[src/rtl/piso_tx_pkg.sv]
// Shared types and constants for the UART transmit framer: FSM state
// encoding, legal parameter ranges and the frame parity helper.
package piso_tx_pkg;

  typedef enum logic [2:0] {
    IDLE,
    ARM,
    START,
    DATA,
    PARITY,
    STOP
  } tx_state_t;

  localparam int DATA_W_MIN    = 5;
  localparam int DATA_W_MAX    = 9;
  localparam int STOP_BITS_MIN = 1;
  localparam int STOP_BITS_MAX = 2;

  // Narrower words are zero-extended by the caller, which leaves the XOR intact.
  function automatic logic frame_parity(input logic [DATA_W_MAX-1:0] word,
                                        input logic                  odd);
    return (^word) ^ odd;
  endfunction

endpackage

[src/rtl/piso_shift.sv]
// Parallel-load shift register that presents the next outgoing bit at bit_out;
// LSB_FIRST picks which end of the word leaves first.
module piso_shift #(
  parameter int W         = 8,
  parameter int LSB_FIRST = 1
) (
  input  logic         clk,
  input  logic         rst,
  input  logic         load,
  input  logic         shift,
  input  logic [W-1:0] d,
  output logic         bit_out
);

  logic [W-1:0] q;

  always_ff @(posedge clk or posedge rst) begin
    if (rst)        q <= '0;
    else if (load)  q <= d;
    else if (shift) q <= (LSB_FIRST != 0) ? (q >> 1) : (q << 1);
  end

  assign bit_out = (LSB_FIRST != 0) ? q[0] : q[W-1];

endmodule

[src/rtl/piso_tx_frame.sv]
// UART transmit framer: start, DATA_W payload bits, optional parity, 1-2 stop bits,
// paced by an external baud tick. Define PISO_TX_PARITY_EN to add the parity bit.
module piso_tx_frame
  import piso_tx_pkg::*;
#(
  parameter int DATA_W     = 8,
  parameter int STOP_BITS  = 1,
  parameter int LSB_FIRST  = 1,
  parameter int PARITY_ODD = 0
) (
  input  logic              i_clk,
  input  logic              i_rst,
  input  logic [DATA_W-1:0] i_datain,
  input  logic              i_valid,
  output logic              o_ready,
  input  logic              i_baud_tick,
  output logic              o_serialdata,
  output logic              o_busy,
  output logic              o_done
);

  localparam int              CNT_W    = $clog2(DATA_W);
  localparam logic [CNT_W-1:0] LAST_BIT = CNT_W'(DATA_W - 1);

  if (DATA_W < DATA_W_MIN || DATA_W > DATA_W_MAX) begin : g_bad_data_w
    $error("piso_tx_frame: DATA_W must be within 5..9");
  end
  if (STOP_BITS < STOP_BITS_MIN || STOP_BITS > STOP_BITS_MAX) begin : g_bad_stop
    $error("piso_tx_frame: STOP_BITS must be 1 or 2");
  end
  if (PARITY_ODD != 0 && PARITY_ODD != 1) begin : g_bad_parity
    $error("piso_tx_frame: PARITY_ODD must be 0 or 1");
  end

  tx_state_t        state, state_nxt;
  logic [CNT_W-1:0] bit_cnt;
  logic             stop_cnt;
  logic             accept, last_bit, last_stop;
  logic             load, shift, bit_inc, stop_inc;
  logic             ser_nxt, done_nxt, sh_bit;

  assign accept    = i_valid && o_ready;
  assign last_bit  = (bit_cnt == LAST_BIT);
  assign last_stop = (STOP_BITS == 1) ? 1'b1 : stop_cnt;
  assign o_ready   = (state == IDLE);
  assign o_busy    = (state != IDLE);

`ifdef PISO_TX_PARITY_EN
  logic [DATA_W_MAX-1:0] word_wide;
  logic                  par_bit;

  always_comb begin
    word_wide             = '0;
    word_wide[DATA_W-1:0] = i_datain;
  end

  // Parity is frozen with the word at accept so later bus activity cannot disturb it.
  always_ff @(posedge i_clk or posedge i_rst) begin
    if (i_rst)       par_bit <= 1'b0;
    else if (accept) par_bit <= frame_parity(word_wide, PARITY_ODD != 0);
  end
`endif

  piso_shift #(
    .W        (DATA_W),
    .LSB_FIRST(LSB_FIRST)
  ) u_shift (
    .clk    (i_clk),
    .rst    (i_rst),
    .load   (load),
    .shift  (shift),
    .d      (i_datain),
    .bit_out(sh_bit)
  );

  always_ff @(posedge i_clk or posedge i_rst) begin
    if (i_rst) state <= IDLE;
    else       state <= state_nxt;
  end

  always_comb begin
    state_nxt = state;
    case (state)
      IDLE:  if (accept)      state_nxt = ARM;
      ARM:   if (i_baud_tick) state_nxt = START;
      START: if (i_baud_tick) state_nxt = DATA;
      DATA:
        if (i_baud_tick && last_bit)
`ifdef PISO_TX_PARITY_EN
          state_nxt = PARITY;
`else
          state_nxt = STOP;
`endif
`ifdef PISO_TX_PARITY_EN
      PARITY: if (i_baud_tick) state_nxt = STOP;
`endif
      STOP:  if (i_baud_tick && last_stop) state_nxt = IDLE;
      default: state_nxt = IDLE;
    endcase
  end

  // Each tick schedules the value the line takes for the coming bit period.
  always_comb begin
    load     = accept;
    shift    = 1'b0;
    bit_inc  = 1'b0;
    stop_inc = 1'b0;
    ser_nxt  = o_serialdata;
    done_nxt = 1'b0;
    case (state)
      IDLE: ser_nxt = 1'b1;
      ARM:  if (i_baud_tick) ser_nxt = 1'b0;
      START:
        if (i_baud_tick) begin
          ser_nxt = sh_bit;
          shift   = 1'b1;
        end
      DATA:
        if (i_baud_tick) begin
          if (last_bit) begin
`ifdef PISO_TX_PARITY_EN
            ser_nxt = par_bit;
`else
            ser_nxt = 1'b1;
`endif
          end else begin
            ser_nxt = sh_bit;
            shift   = 1'b1;
            bit_inc = 1'b1;
          end
        end
`ifdef PISO_TX_PARITY_EN
      PARITY: if (i_baud_tick) ser_nxt = 1'b1;
`endif
      STOP:
        if (i_baud_tick) begin
          if (last_stop) done_nxt = 1'b1;
          else           stop_inc = 1'b1;
        end
      default: ser_nxt = 1'b1;
    endcase
  end

  always_ff @(posedge i_clk or posedge i_rst) begin
    if (i_rst) begin
      bit_cnt  <= '0;
      stop_cnt <= 1'b0;
    end else begin
      if (state != DATA)  bit_cnt <= '0;
      else if (bit_inc)   bit_cnt <= bit_cnt + 1'b1;
      if (state != STOP)  stop_cnt <= 1'b0;
      else if (stop_inc)  stop_cnt <= 1'b1;
    end
  end

  always_ff @(posedge i_clk or posedge i_rst) begin
    if (i_rst) begin
      o_serialdata <= 1'b1;
      o_done       <= 1'b0;
    end else begin
      o_serialdata <= ser_nxt;
      o_done       <= done_nxt;
    end
  end

endmodule

[config.mk]
export PLATFORM = sky130hd
export DESIGN_NAME = piso_tx_frame
export DESIGN_NICKNAME = d
export VERILOG_FILES = /design/src/rtl/piso_tx_pkg.sv /design/src/rtl/piso_shift.sv /design/src/rtl/piso_tx_frame.sv
export SDC_FILE = /design/constraint.sdc
export NUM_CORES = 1
export LEC_CHECK = 0
export BUFFER_PORTS_ARGS = -buffer_cell sky130_fd_sc_hd__buf_2
export CORE_MARGIN = 2
export CORE_UTILIZATION = 35
export CTS_CLUSTER_SIZE = 8
export DETAILED_ROUTE_END_ITERATION = 8
export GPL_TIMING_DRIVEN = 0
export PLACE_DENSITY = 0.65
export SYNTH_ARGS = -nofsm -noshare
export SYNTH_HDL_FRONTEND = slang
export SYNTH_SLANG_ARGS = --single-unit
[constraint.sdc]
create_clock -name i_clk -period 2.2 [get_ports i_clk]
set_input_delay 0 -clock i_clk [delete_from_list [all_inputs] [get_ports i_clk]]
set_output_delay 0 -clock i_clk [all_outputs]
set_load 0.01 [all_outputs]
==> results.py, run 1 <==
metrics = {
    "logic_synthesis": {
        "muxShareOfSynthArea": 0.1953,
        "synth_seq_area_share": 0.4714,
        "synth_top_family_by_area": "multiplexers",
        "synth-edff-count": 0,
        "netlist_area_um2": 852.1,
        "ys_seq_elements": 16,
        "synth_compound_area_frac": 0.08223,
        "synth_cells": 72,
        "synthFlopType": "dfrtp_1",
        "async_flop_share": 1.000,
        "synthXorXnorAreaFrac": 0.01028,
        "syn_avg_cell_area_um2": 11.83,
        "synthDistinctLibCells": 30,
        "ys_warn_count": 0,
        "synth_fa_ha_area_frac": 0.02937,
        "syn-num-nets": 86,
        "synth-simple-area-share": 0.1630,
    },
    "place": {
        "gp_congestion": 0.7722,
        "place_area_um2": 962.2,
        "dpl.hpwl_um": 1027,
        "pre_cts_ws_ps": 342.9,
        "io_buffer_count": 15,
        "post-place-cells": 115,
    },
    "finish": {
        "fin_util": 0.4517,
        "n_fill_cell": 236,
        "syn2layout_area_growth_pct": 19.53,
        "stdcell_area_um2": 1018,
        "nets": 108,
        "drive_gt1_frac": 0.4086,
        "register_area_um2": 401.6,
        "multi_input_area_um2": 409.1,
        "fin_cells": 121,
        "antenna_cells": 0,
    },
    "power": {
        "power.density_nw_per_um2": 888.3,
        "p_total_mw": 0.9047,
        "max-vdd-ir-drop_mv": 0.5565,
        "leakagePower_nw": 0.4968,
    },
    "setup_path": {
        "cp_cell_sequence": "ha_1, ha_1, nand2_1, nand3_1, a21oi_4, mux2_2",
        "required_ps": 2380,
        "timing.rr.end": "u_shift.q[1]",
        "crit_fanout": 8,
        "cp_slowest_cell": "dfrtp_1",
        "criticalPathCategory": "register to register",
        "regToRegSetupSlack_ps": 350,
        "r2r_cells": 6,
        "crit_path_end_kind": "register",
        "timing.rr.start": "bit_cnt[0]",
        "cp_slowest_stage_delay_ps": 410,
        "cp-startpoint": "bit_cnt[0]",
        "worst_setup_path_start_kind": "register",
        "worstPathArrival_ps": 2030,
        "critPathMostFrequentCell": "ha_1",
        "crit_end": "u_shift.q[1]",
    },
    "grt": {
        "grt_pass1_wl_um": 2497,
        "grt_pass1_vias": 591,
        "grt-ovfl-total": 0,
        "grt_max_degree": 17,
        "grtUsageTotal": 0.1228,
        "antenna_found_initial": 0,
    },
    "detailed_routing": {
        "routedWlPerCell_um": 11.84,
        "drc_errors": 0,
        "drt.antenna.violating_nets": 0,
        "finalWirelength_um": 1433,
        "first_pass_iters": 4,
        "via_count": 586,
        "drt_iter0_markers": 5,
        "via_per_inst": 4.843,
    },
    "clock_network": {
        "htree_levels": 1,
        "clk_pin_slew_worst_paths_ps": 100,
        "numCtsBuffers": 3,
        "root_buffer": "clkbuf_4",
        "insertion_delay_ps": 290,
        "numClockSinks": 16,
        "cts_max_path_buffers": 2,
        "cts_tree": "built",
    },
    "sta": {
        "min_period_over_period": 0.8416,
        "hold_violations": 0,
        "layout_min_cycle_time_ps": 1852,
        "setup_tns_ps": 0,
        "rsz0062_at_grt": "false",
        "fmax_mhz": 540.1,
        "hold_slack_ps": 47.69,
        "setup_violations": 0,
        "worst_pin_slew_ps": 616.3,
        "slew_viol_final": 0,
        "skew_ps": 2.638,
        "relSlewSlack": 0.5887,
        "setup_slack_ps": 348.5,
    },
    "die": {
        "die-width_um": 53.34,
        "dieHeight_um": 53.34,
        "start_util": 0.3779,
        "rows": 17,
        "ios": 16,
        "core_um2": 2255,
        "die-area_um2": 2845,
    },
    "worst_hold_path": {
        "min_path_type": "input pin to register",
        "hold_start": "i_datain[6]",
    },
    "flow_run": {
        "cap_viol_max_count": 0,
    },
    "status": {
        "status": "finished clean",
    },
}
## repair_timing
action                     CTS  global route
resized for setup            0             0
setup endpoints to repair    0             0
hold endpoints to repair    16             0
buffers inserted             0             0
hold buffers                 2             0
## report_power, final
group | leakage [nW] | switching [mW] | internal (mW)
registers | 0.206 | 0.0467 | 0.365
logic | 0.270 | 0.148 | 0.149
clock network | 0.0210 | 0.0958 | 0.101
## layout by cell type, fill, tap and decap left out, types with 2 or more instances in the layout
cell type       n
dfrtp_1        15
buf_2          15
mux2_2         12
nor2_1          5
nand2_1         4
o21ai_0         4
inv_1           3
clkbuf_4        3
clkbuf_1        2
buf_6           2
mux2i_1         2
a21oi_1         2
ha_1            2
dlygate4sd3_1   2
## registers in the layout, indices dropped and copies added (netlist names)
signal,cells
bit_cnt,3
o_done,1
o_serialdata,1
state,3
u_shift.q,8
## layout make-up
cell class                      count  share of cell area
Buffer                              4             0.02948
Clock buffer                        4             0.03563
Inverter                            3             0.01106
Multi-Input combinational cell     49              0.4017
Sequential cell                    16              0.3943
Tap cell                           28             0.03440
Timing Repair Buffer               17             0.09337
## cell families after synthesis
kind of cell / Yosys count
and+or+nand+nor: 21
DFF: 16
muxes: 15
AOI/OAI and AO/OA: 10
buffers and inverters: 7
adders and majority gates: 2
xor gates and xnor gates: 1
## worst max-delay path, delay by kind of cell, from the launching register on
kind | cells | cell delay (ps)
and+or+nand+nor | 2 | 230
DFF | 1 | 410
adders and majority gates | 2 | 410
muxes | 1 | 370
AOI/OAI and AO/OA | 1 | 320
## synth_stat cells (2+ instances only)
cell      instances  area [um2]
nor2_1            5       18.77
mux2i_1           2       20.02
dfrtp_1          15       375.4
a21oi_1           2       10.01
clkbuf_1          2       7.510
inv_1             3       11.26
buf_6             2       22.52
ha_1              2       25.02
mux2_2           12       135.1
nand2_1           4       15.01
o21ai_0           4       20.02
## metal layers
metal | vias up | part of all wire | global-route usage
met5 | - | 0 | 0
met4 | 0 | 0.027 | 0.07692
met3 | 5 | 0.068 | 0.03390
met2 | 20 | 0.43 | 0.1852
met1 | 265 | 0.48 | 0.1526
li1 | 296 | - | -
## worst min-delay path by stage
stage	endpoint	slack (ps)	depth (start not counted)
floorplan	bit_cnt[0]	-90	1
global placement	bit_cnt[1]	100	2
detailed placement	bit_cnt[1]	110	2
CTS	u_shift.q[6]	40	4
global route	u_shift.q[4]	50	3
finish	u_shift.q[6]	50	4
Power figures use the tool's default switching activity.
==> run 2: changes to the inputs <==
==> constraint.sdc (replaced) <==
create_clock -name i_clk -period 1.85 [get_ports i_clk]
set_input_delay 0 -clock i_clk [delete_from_list [all_inputs] [get_ports i_clk]]
set_output_delay 0 -clock i_clk [all_outputs]
set_load 0.01 [all_outputs]
==> run 2 against run 1 <==
  * Sequential share of layout area shrank 1.2 points
  * Via count grew 0.85%
  * Largest cell class unchanged
  * Routed wire length grew 2.0%
  * Die area is the same
  * Setup slack lost 250 ps
==> results.py, run 2 (synthesized netlist as in run 1, its figures left out) <==
metrics = {
    "power": {
        "power.density_nw_per_um2": 1055,
        "p_clk_frac": 0.212,
        "power_frac_seq": 0.440,
        "switching_share": 0.3205,
        "leakagePower_nw": 0.5134,
        "p_switching_mw": 0.3555,
        "max-vdd-ir-drop_mv": 0.6837,
        "combPwrFrac": 0.348,
        "p_int_mw": 0.7536,
    },
    "worst_hold_path": {
        "holdPathStages": 4,
        "min_path_type": "input pin to register",
    },
    "sta": {
        "setup_violations": 0,
        "slew_viol_final": 0,
        "setup_slack_ps": 95.40,
        "setup_tns_ps": 0,
        "fmax_mhz": 569.9,
        "rsz0062_at_grt": "false",
        "layout_min_cycle_time_ps": 1755,
        "hold_slack_ps": 41.21,
        "min_period_over_period": 0.9484,
        "worst_pin_slew_ps": 616.7,
        "skew_ps": 6.132,
        "relSlewSlack": 0.5884,
        "hold_violations": 0,
    },
    "finish": {
        "antenna_cells": 0,
        "layout_common_cells": "dfrtp_1 (15), buf_2 (15), mux2_2 (12)",
        "syn2layout_area_growth_pct": 23.35,
        "largest_register_ffs": 8,
        "nets": 111,
        "reg_top3": "u_shift.q (8), bit_cnt (3), state (3)",
        "fin_util": 0.4661,
        "regMostFlops": "u_shift.q",
        "stdcell_area_um2": 1051,
        "drive_gt1_frac": 0.4583,
        "n_fill_cell": 238,
    },
    "grt": {
        "grt_max_degree": 17,
        "grt_pass1_wl_um": 2497,
        "busiest_layer": "met2",
        "met3_usage": 0.03390,
        "antenna_found_initial": 0,
        "grt_pass1_vias": 589,
        "grt_use_met2": 0.1852,
        "grtUsageTotal": 0.1228,
        "grt-ovfl-total": 0,
        "use_met1": 0.1526,
    },
    "setup_path": {
        "cp_cell_sequence": "ha_1, ha_2, nand2_2, nand3_2, a21oi_4, mux2_2",
        "timing.rr.end": "u_shift.q[5]",
        "criticalPathCategory": "register to register",
        "crit_path_end_kind": "register",
        "cp_slowest_cell": "dfrtp_1",
        "worst_setup_path_start_kind": "register",
        "r2r_cells": 6,
        "cp_slowest_stage_delay_ps": 390,
        "worstPathArrival_ps": 1930,
        "crit_end": "u_shift.q[5]",
        "timing.rr.start": "bit_cnt[0]",
        "required_ps": 2030,
        "regToRegSetupSlack_ps": 100,
        "cp-startpoint": "bit_cnt[0]",
        "crit_fanout": 8,
    },
    "clock_network": {
        "insertion_delay_ps": 290,
        "numCtsBuffers": 3,
        "clk_pin_slew_worst_paths_ps": 100,
        "cts_max_path_buffers": 2,
        "root_buffer": "clkbuf_4",
        "cts_tree": "built",
        "htree_levels": 1,
        "numClockSinks": 16,
    },
    "die": {
        "rows": 17,
        "die-width_um": 53.34,
        "dieHeight_um": 53.34,
        "core_um2": 2255,
        "die-area_um2": 2845,
        "start_util": 0.3779,
        "ios": 16,
    },
    "place": {
        "io_buffer_count": 15,
        "pre_cts_ws_ps": -7.073,
        "gp_congestion": 0.7722,
        "place_area_um2": 962.2,
        "dpl.hpwl_um": 1027,
    },
    "status": {
        "status": "finished clean",
    },
    "detailed_routing": {
        "finalWirelength_um": 1462,
        "drc_errors": 0,
        "routedWlPerCell_um": 11.79,
        "first_pass_iters": 3,
        "drt.antenna.violating_nets": 0,
        "drt_iter0_markers": 4,
        "via_per_inst": 4.766,
        "via_count": 591,
    },
    "flow_run": {
        "cap_viol_max_count": 0,
    },
}
-- run 2: changes by cell type in the layout (fill, tap and decap cells not counted) --
cell	change
buf_4	+3
ha_1	-1
ha_2	+1
nand2_1	-1
nand2_2	+1
nand3_1	-1
nand3_2	+1
-- run 2: how the worst min path moves through the flow --
stage | start | end | slack (ps)
detailed placement | i_rst | bit_cnt[1] | 110
finish | i_datain[6] | u_shift.q[6] | 40
global route | i_datain[4] | u_shift.q[4] | 50
global placement | i_rst | bit_cnt[1] | 100
CTS | i_datain[6] | u_shift.q[6] | 40
floorplan | i_rst | bit_cnt[0] | -90
-- run 2: area by class of cell --
cell class | count | area, um2 | area share
tap | 28 | 35.03 | 0.03333
inverter | 3 | 11.26 | 0.01071
clock buffer | 4 | 36.28 | 0.03452
sequential | 16 | 401.6 | 0.3821
multi-input combinational | 49 | 419.2 | 0.3988
buffer | 4 | 30.03 | 0.02857
timing repair buffer | 20 | 117.6 | 0.1119
-- run 2: critical path: cells and delay by family (launching register included) --
family          cells  cell delay, ps
flops               1             390
fa+ha+maj           2             390
mux                 1             370
compound gates      1             300
simple gates        2             190
-- run 2: metal layers --
| metal | wire [um] | up-vias |
|---|---|---|
| met5 | 0 | - |
| met3 | 86 | 5 |
| met1 | 707 | 271 |
| li1 | - | 301 |
| met2 | 629 | 14 |
| met4 | 38 | 0 |
-- run 2: repair_timing --
item,CTS,global route
hold buffers,2,0
setup buffers,0,3
pin swaps,2,2
resized for setup,0,3
endpoints found under the hold margin,16,0
setup endpoints to repair,7,7
-- run 2: power by group through the flow --
| stage | clock [mW] | combinational, mW | sequential [mW] |
|---|---|---|---|
| 2_1_floorplan | 0 | 0.276 | 0.492 |
| 3_3_place_gp | 0 | 0.347 | 0.494 |
| 3_5_place_dp | 0 | 0.353 | 0.497 |
| 4_1_cts | 0.245 | 0.357 | 0.492 |
| 5_1_grt | 0.261 | 0.442 | 0.498 |
| 6_report | 0.235 | 0.385 | 0.488 |
-- run 2: per-stage QoR --
step	power, mW	instances
floorplan	0.7679	72
global placement	0.8407	115
detailed placement	0.8502	115
CTS	1.094	121
global route	1.201	124
finish	1.109	124
==> run 3: changes to the inputs <==
--- a/config.mk
+++ b/config.mk
@@ -6,12 +6,10 @@
 export NUM_CORES = 1
 export LEC_CHECK = 0
 export BUFFER_PORTS_ARGS = -buffer_cell sky130_fd_sc_hd__buf_2
-export CORE_MARGIN = 2
 export CORE_UTILIZATION = 35
 export CTS_CLUSTER_SIZE = 8
 export DETAILED_ROUTE_END_ITERATION = 8
-export GPL_TIMING_DRIVEN = 0
-export PLACE_DENSITY = 0.65
+export PLACE_DENSITY_LB_ADDON = 0.3
 export SYNTH_ARGS = -nofsm -noshare
 export SYNTH_HDL_FRONTEND = slang
 export SYNTH_SLANG_ARGS = --single-unit
==> run 3 against run 2 <==
  * Global-route usage increased by 0.84 points
  * Sequential power about the same
  * Clock skew decreased by 0.67 ps
  * Utilization increased by 0.61 points
  * Critical path type unchanged
==> results.py, run 3 (synthesized netlist as in run 1, its figures left out) <==
metrics = {
    "die": {
        "die-area_um2": 2636,
        "ios": 16,
        "start_util": 0.3779,
        "rows": 17,
        "dieHeight_um": 51.34,
        "core_um2": 2255,
        "die-width_um": 51.34,
    },
    "finish": {
        "syn2layout_area_growth_pct": 24.96,
        "reg_top3": "u_shift.q (8), bit_cnt (3), state (3)",
        "drive_gt1_frac": 0.4632,
        "fin_util": 0.4723,
        "n_fill_cell": 212,
        "regMostFlops": "u_shift.q",
        "layout_common_cells": "dfrtp_1 (15), buf_2 (15), mux2_2 (9)",
        "nets": 110,
        "largest_register_ffs": 8,
        "antenna_cells": 0,
        "stdcell_area_um2": 1065,
    },
    "detailed_routing": {
        "routedWlPerCell_um": 12.39,
        "drc_errors": 0,
        "via_per_inst": 4.862,
        "drt_iter0_markers": 3,
        "finalWirelength_um": 1524,
        "drt.antenna.violating_nets": 0,
        "first_pass_iters": 4,
        "via_count": 598,
    },
    "place": {
        "gp_congestion": 0.7783,
        "dpl.hpwl_um": 1039,
        "place_area_um2": 962.2,
        "io_buffer_count": 15,
        "pre_cts_ws_ps": 10.47,
    },
    "power": {
        "power.density_nw_per_um2": 1061,
        "max-vdd-ir-drop_mv": 0.5299,
        "leakagePower_nw": 0.5263,
        "p_total_mw": 1.129,
    },
    "setup_path": {
        "crit_fanout": 8,
        "worstPathArrival_ps": 1970,
        "required_ps": 2020,
        "r2r_cells": 7,
        "worst_setup_path_start_kind": "register",
        "criticalPathCategory": "register to register",
        "crit_path_end_kind": "register",
    },
    "flow_run": {
        "cap_viol_max_count": 0,
    },
    "worst_hold_path": {
        "holdPathStages": 2,
        "min_path_type": "input pin to register",
    },
    "sta": {
        "layout_min_cycle_time_ps": 1800,
        "skew_ps": 5.460,
        "slew_viol_final": 0,
        "min_period_over_period": 0.9730,
        "worst_pin_slew_ps": 611.9,
        "fmax_mhz": 555.5,
        "relSlewSlack": 0.5916,
        "setup_tns_ps": 0,
        "hold_violations": 0,
        "setup_violations": 0,
        "setup_slack_ps": 49.94,
    },
    "grt": {
        "grt_max_degree": 17,
        "grtUsageTotal": 0.1312,
        "grt-ovfl-total": 0,
        "grt_pass1_wl_um": 2484,
        "grt_pass1_vias": 594,
        "antenna_found_initial": 0,
    },
    "clock_network": {
        "cts_tree": "built",
        "numCtsBuffers": 3,
        "root_buffer": "clkbuf_4",
        "numClockSinks": 16,
        "cts_max_path_buffers": 2,
        "htree_levels": 1,
        "insertion_delay_ps": 290,
        "clk_pin_slew_worst_paths_ps": 100,
    },
    "status": {
        "status": "finished clean",
    },
}
## run 3: cell types whose count changed in the layout (fill, tap and decap cells not counted), sizes merged
cell and delta:
clkbuf -2, buf +1
## run 3: routing by layer
metal / GRT usage / up-vias / wire (um)
li1: - / 303 / -
met1: 0.1564 / 281 / 666
met2: 0.2149 / 10 / 780
met3: 0.01786 / 4 / 35
met4: 0.09459 / 0 / 41
met5: 0 / - / 0
## run 3: report_power, final
part           switching [mW]  internal, mW  total, mW  leakage [nW]
combinational           0.194         0.216      0.410         0.299
clock                   0.110         0.120      0.230        0.0210
sequential             0.0554         0.433      0.489         0.206
total                   0.360         0.769       1.13         0.526
## run 3: final cells by class
cell class	count	area (um2)	area share
Multi-Input combinational cell	49	427.9	0.4019
Sequential cell	16	401.6	0.3772
Timing Repair Buffer	23	152.6	0.1434
Clock buffer	4	36.28	0.03408
Tap cell	28	35.03	0.03290
Inverter	3	11.26	0.01058
## run 3: worst paths after layout
kind,startpoint,to,slack (ps)
min in group asynchronous,i_rst,state[1],350
setup reg to reg,bit_cnt[0],u_shift.q[4],50
setup / recovery,bit_cnt[0],u_shift.q[4],50
hold reg to reg,u_shift.q[6],u_shift.q[6],520
max in group asynchronous,i_rst,state[2],1100
hold / removal,i_baud_tick,state[0],50
## run 3: per-stage QoR
| step | hold WS, ps | instances |
|---|---|---|
| finish | 52.68 | 123 |
| global route | 68.65 | 123 |
| CTS | 20.05 | 121 |
| detailed placement | 103.4 | 115 |
| global placement | 103.7 | 115 |
| floorplan | -86.98 | 72 |
## run 3: repair_timing
action / in CTS / in global routing
hold buffers: 2 / 0
gates resized for setup: 0 / 5
endpoints found under the hold margin: 16 / 0
buffers inserted: 0 / 2
setup endpoints to repair: 3 / 7
pin swaps: 1 / 1
## run 3: critical path: stages, from the launching register on
cell	delay, ps
dfrtp_1	400
ha_1	200
ha_1	220
nand2_2	100
nand3_2	100
a21oi_4	190
buf_12	140
mux2_2	330
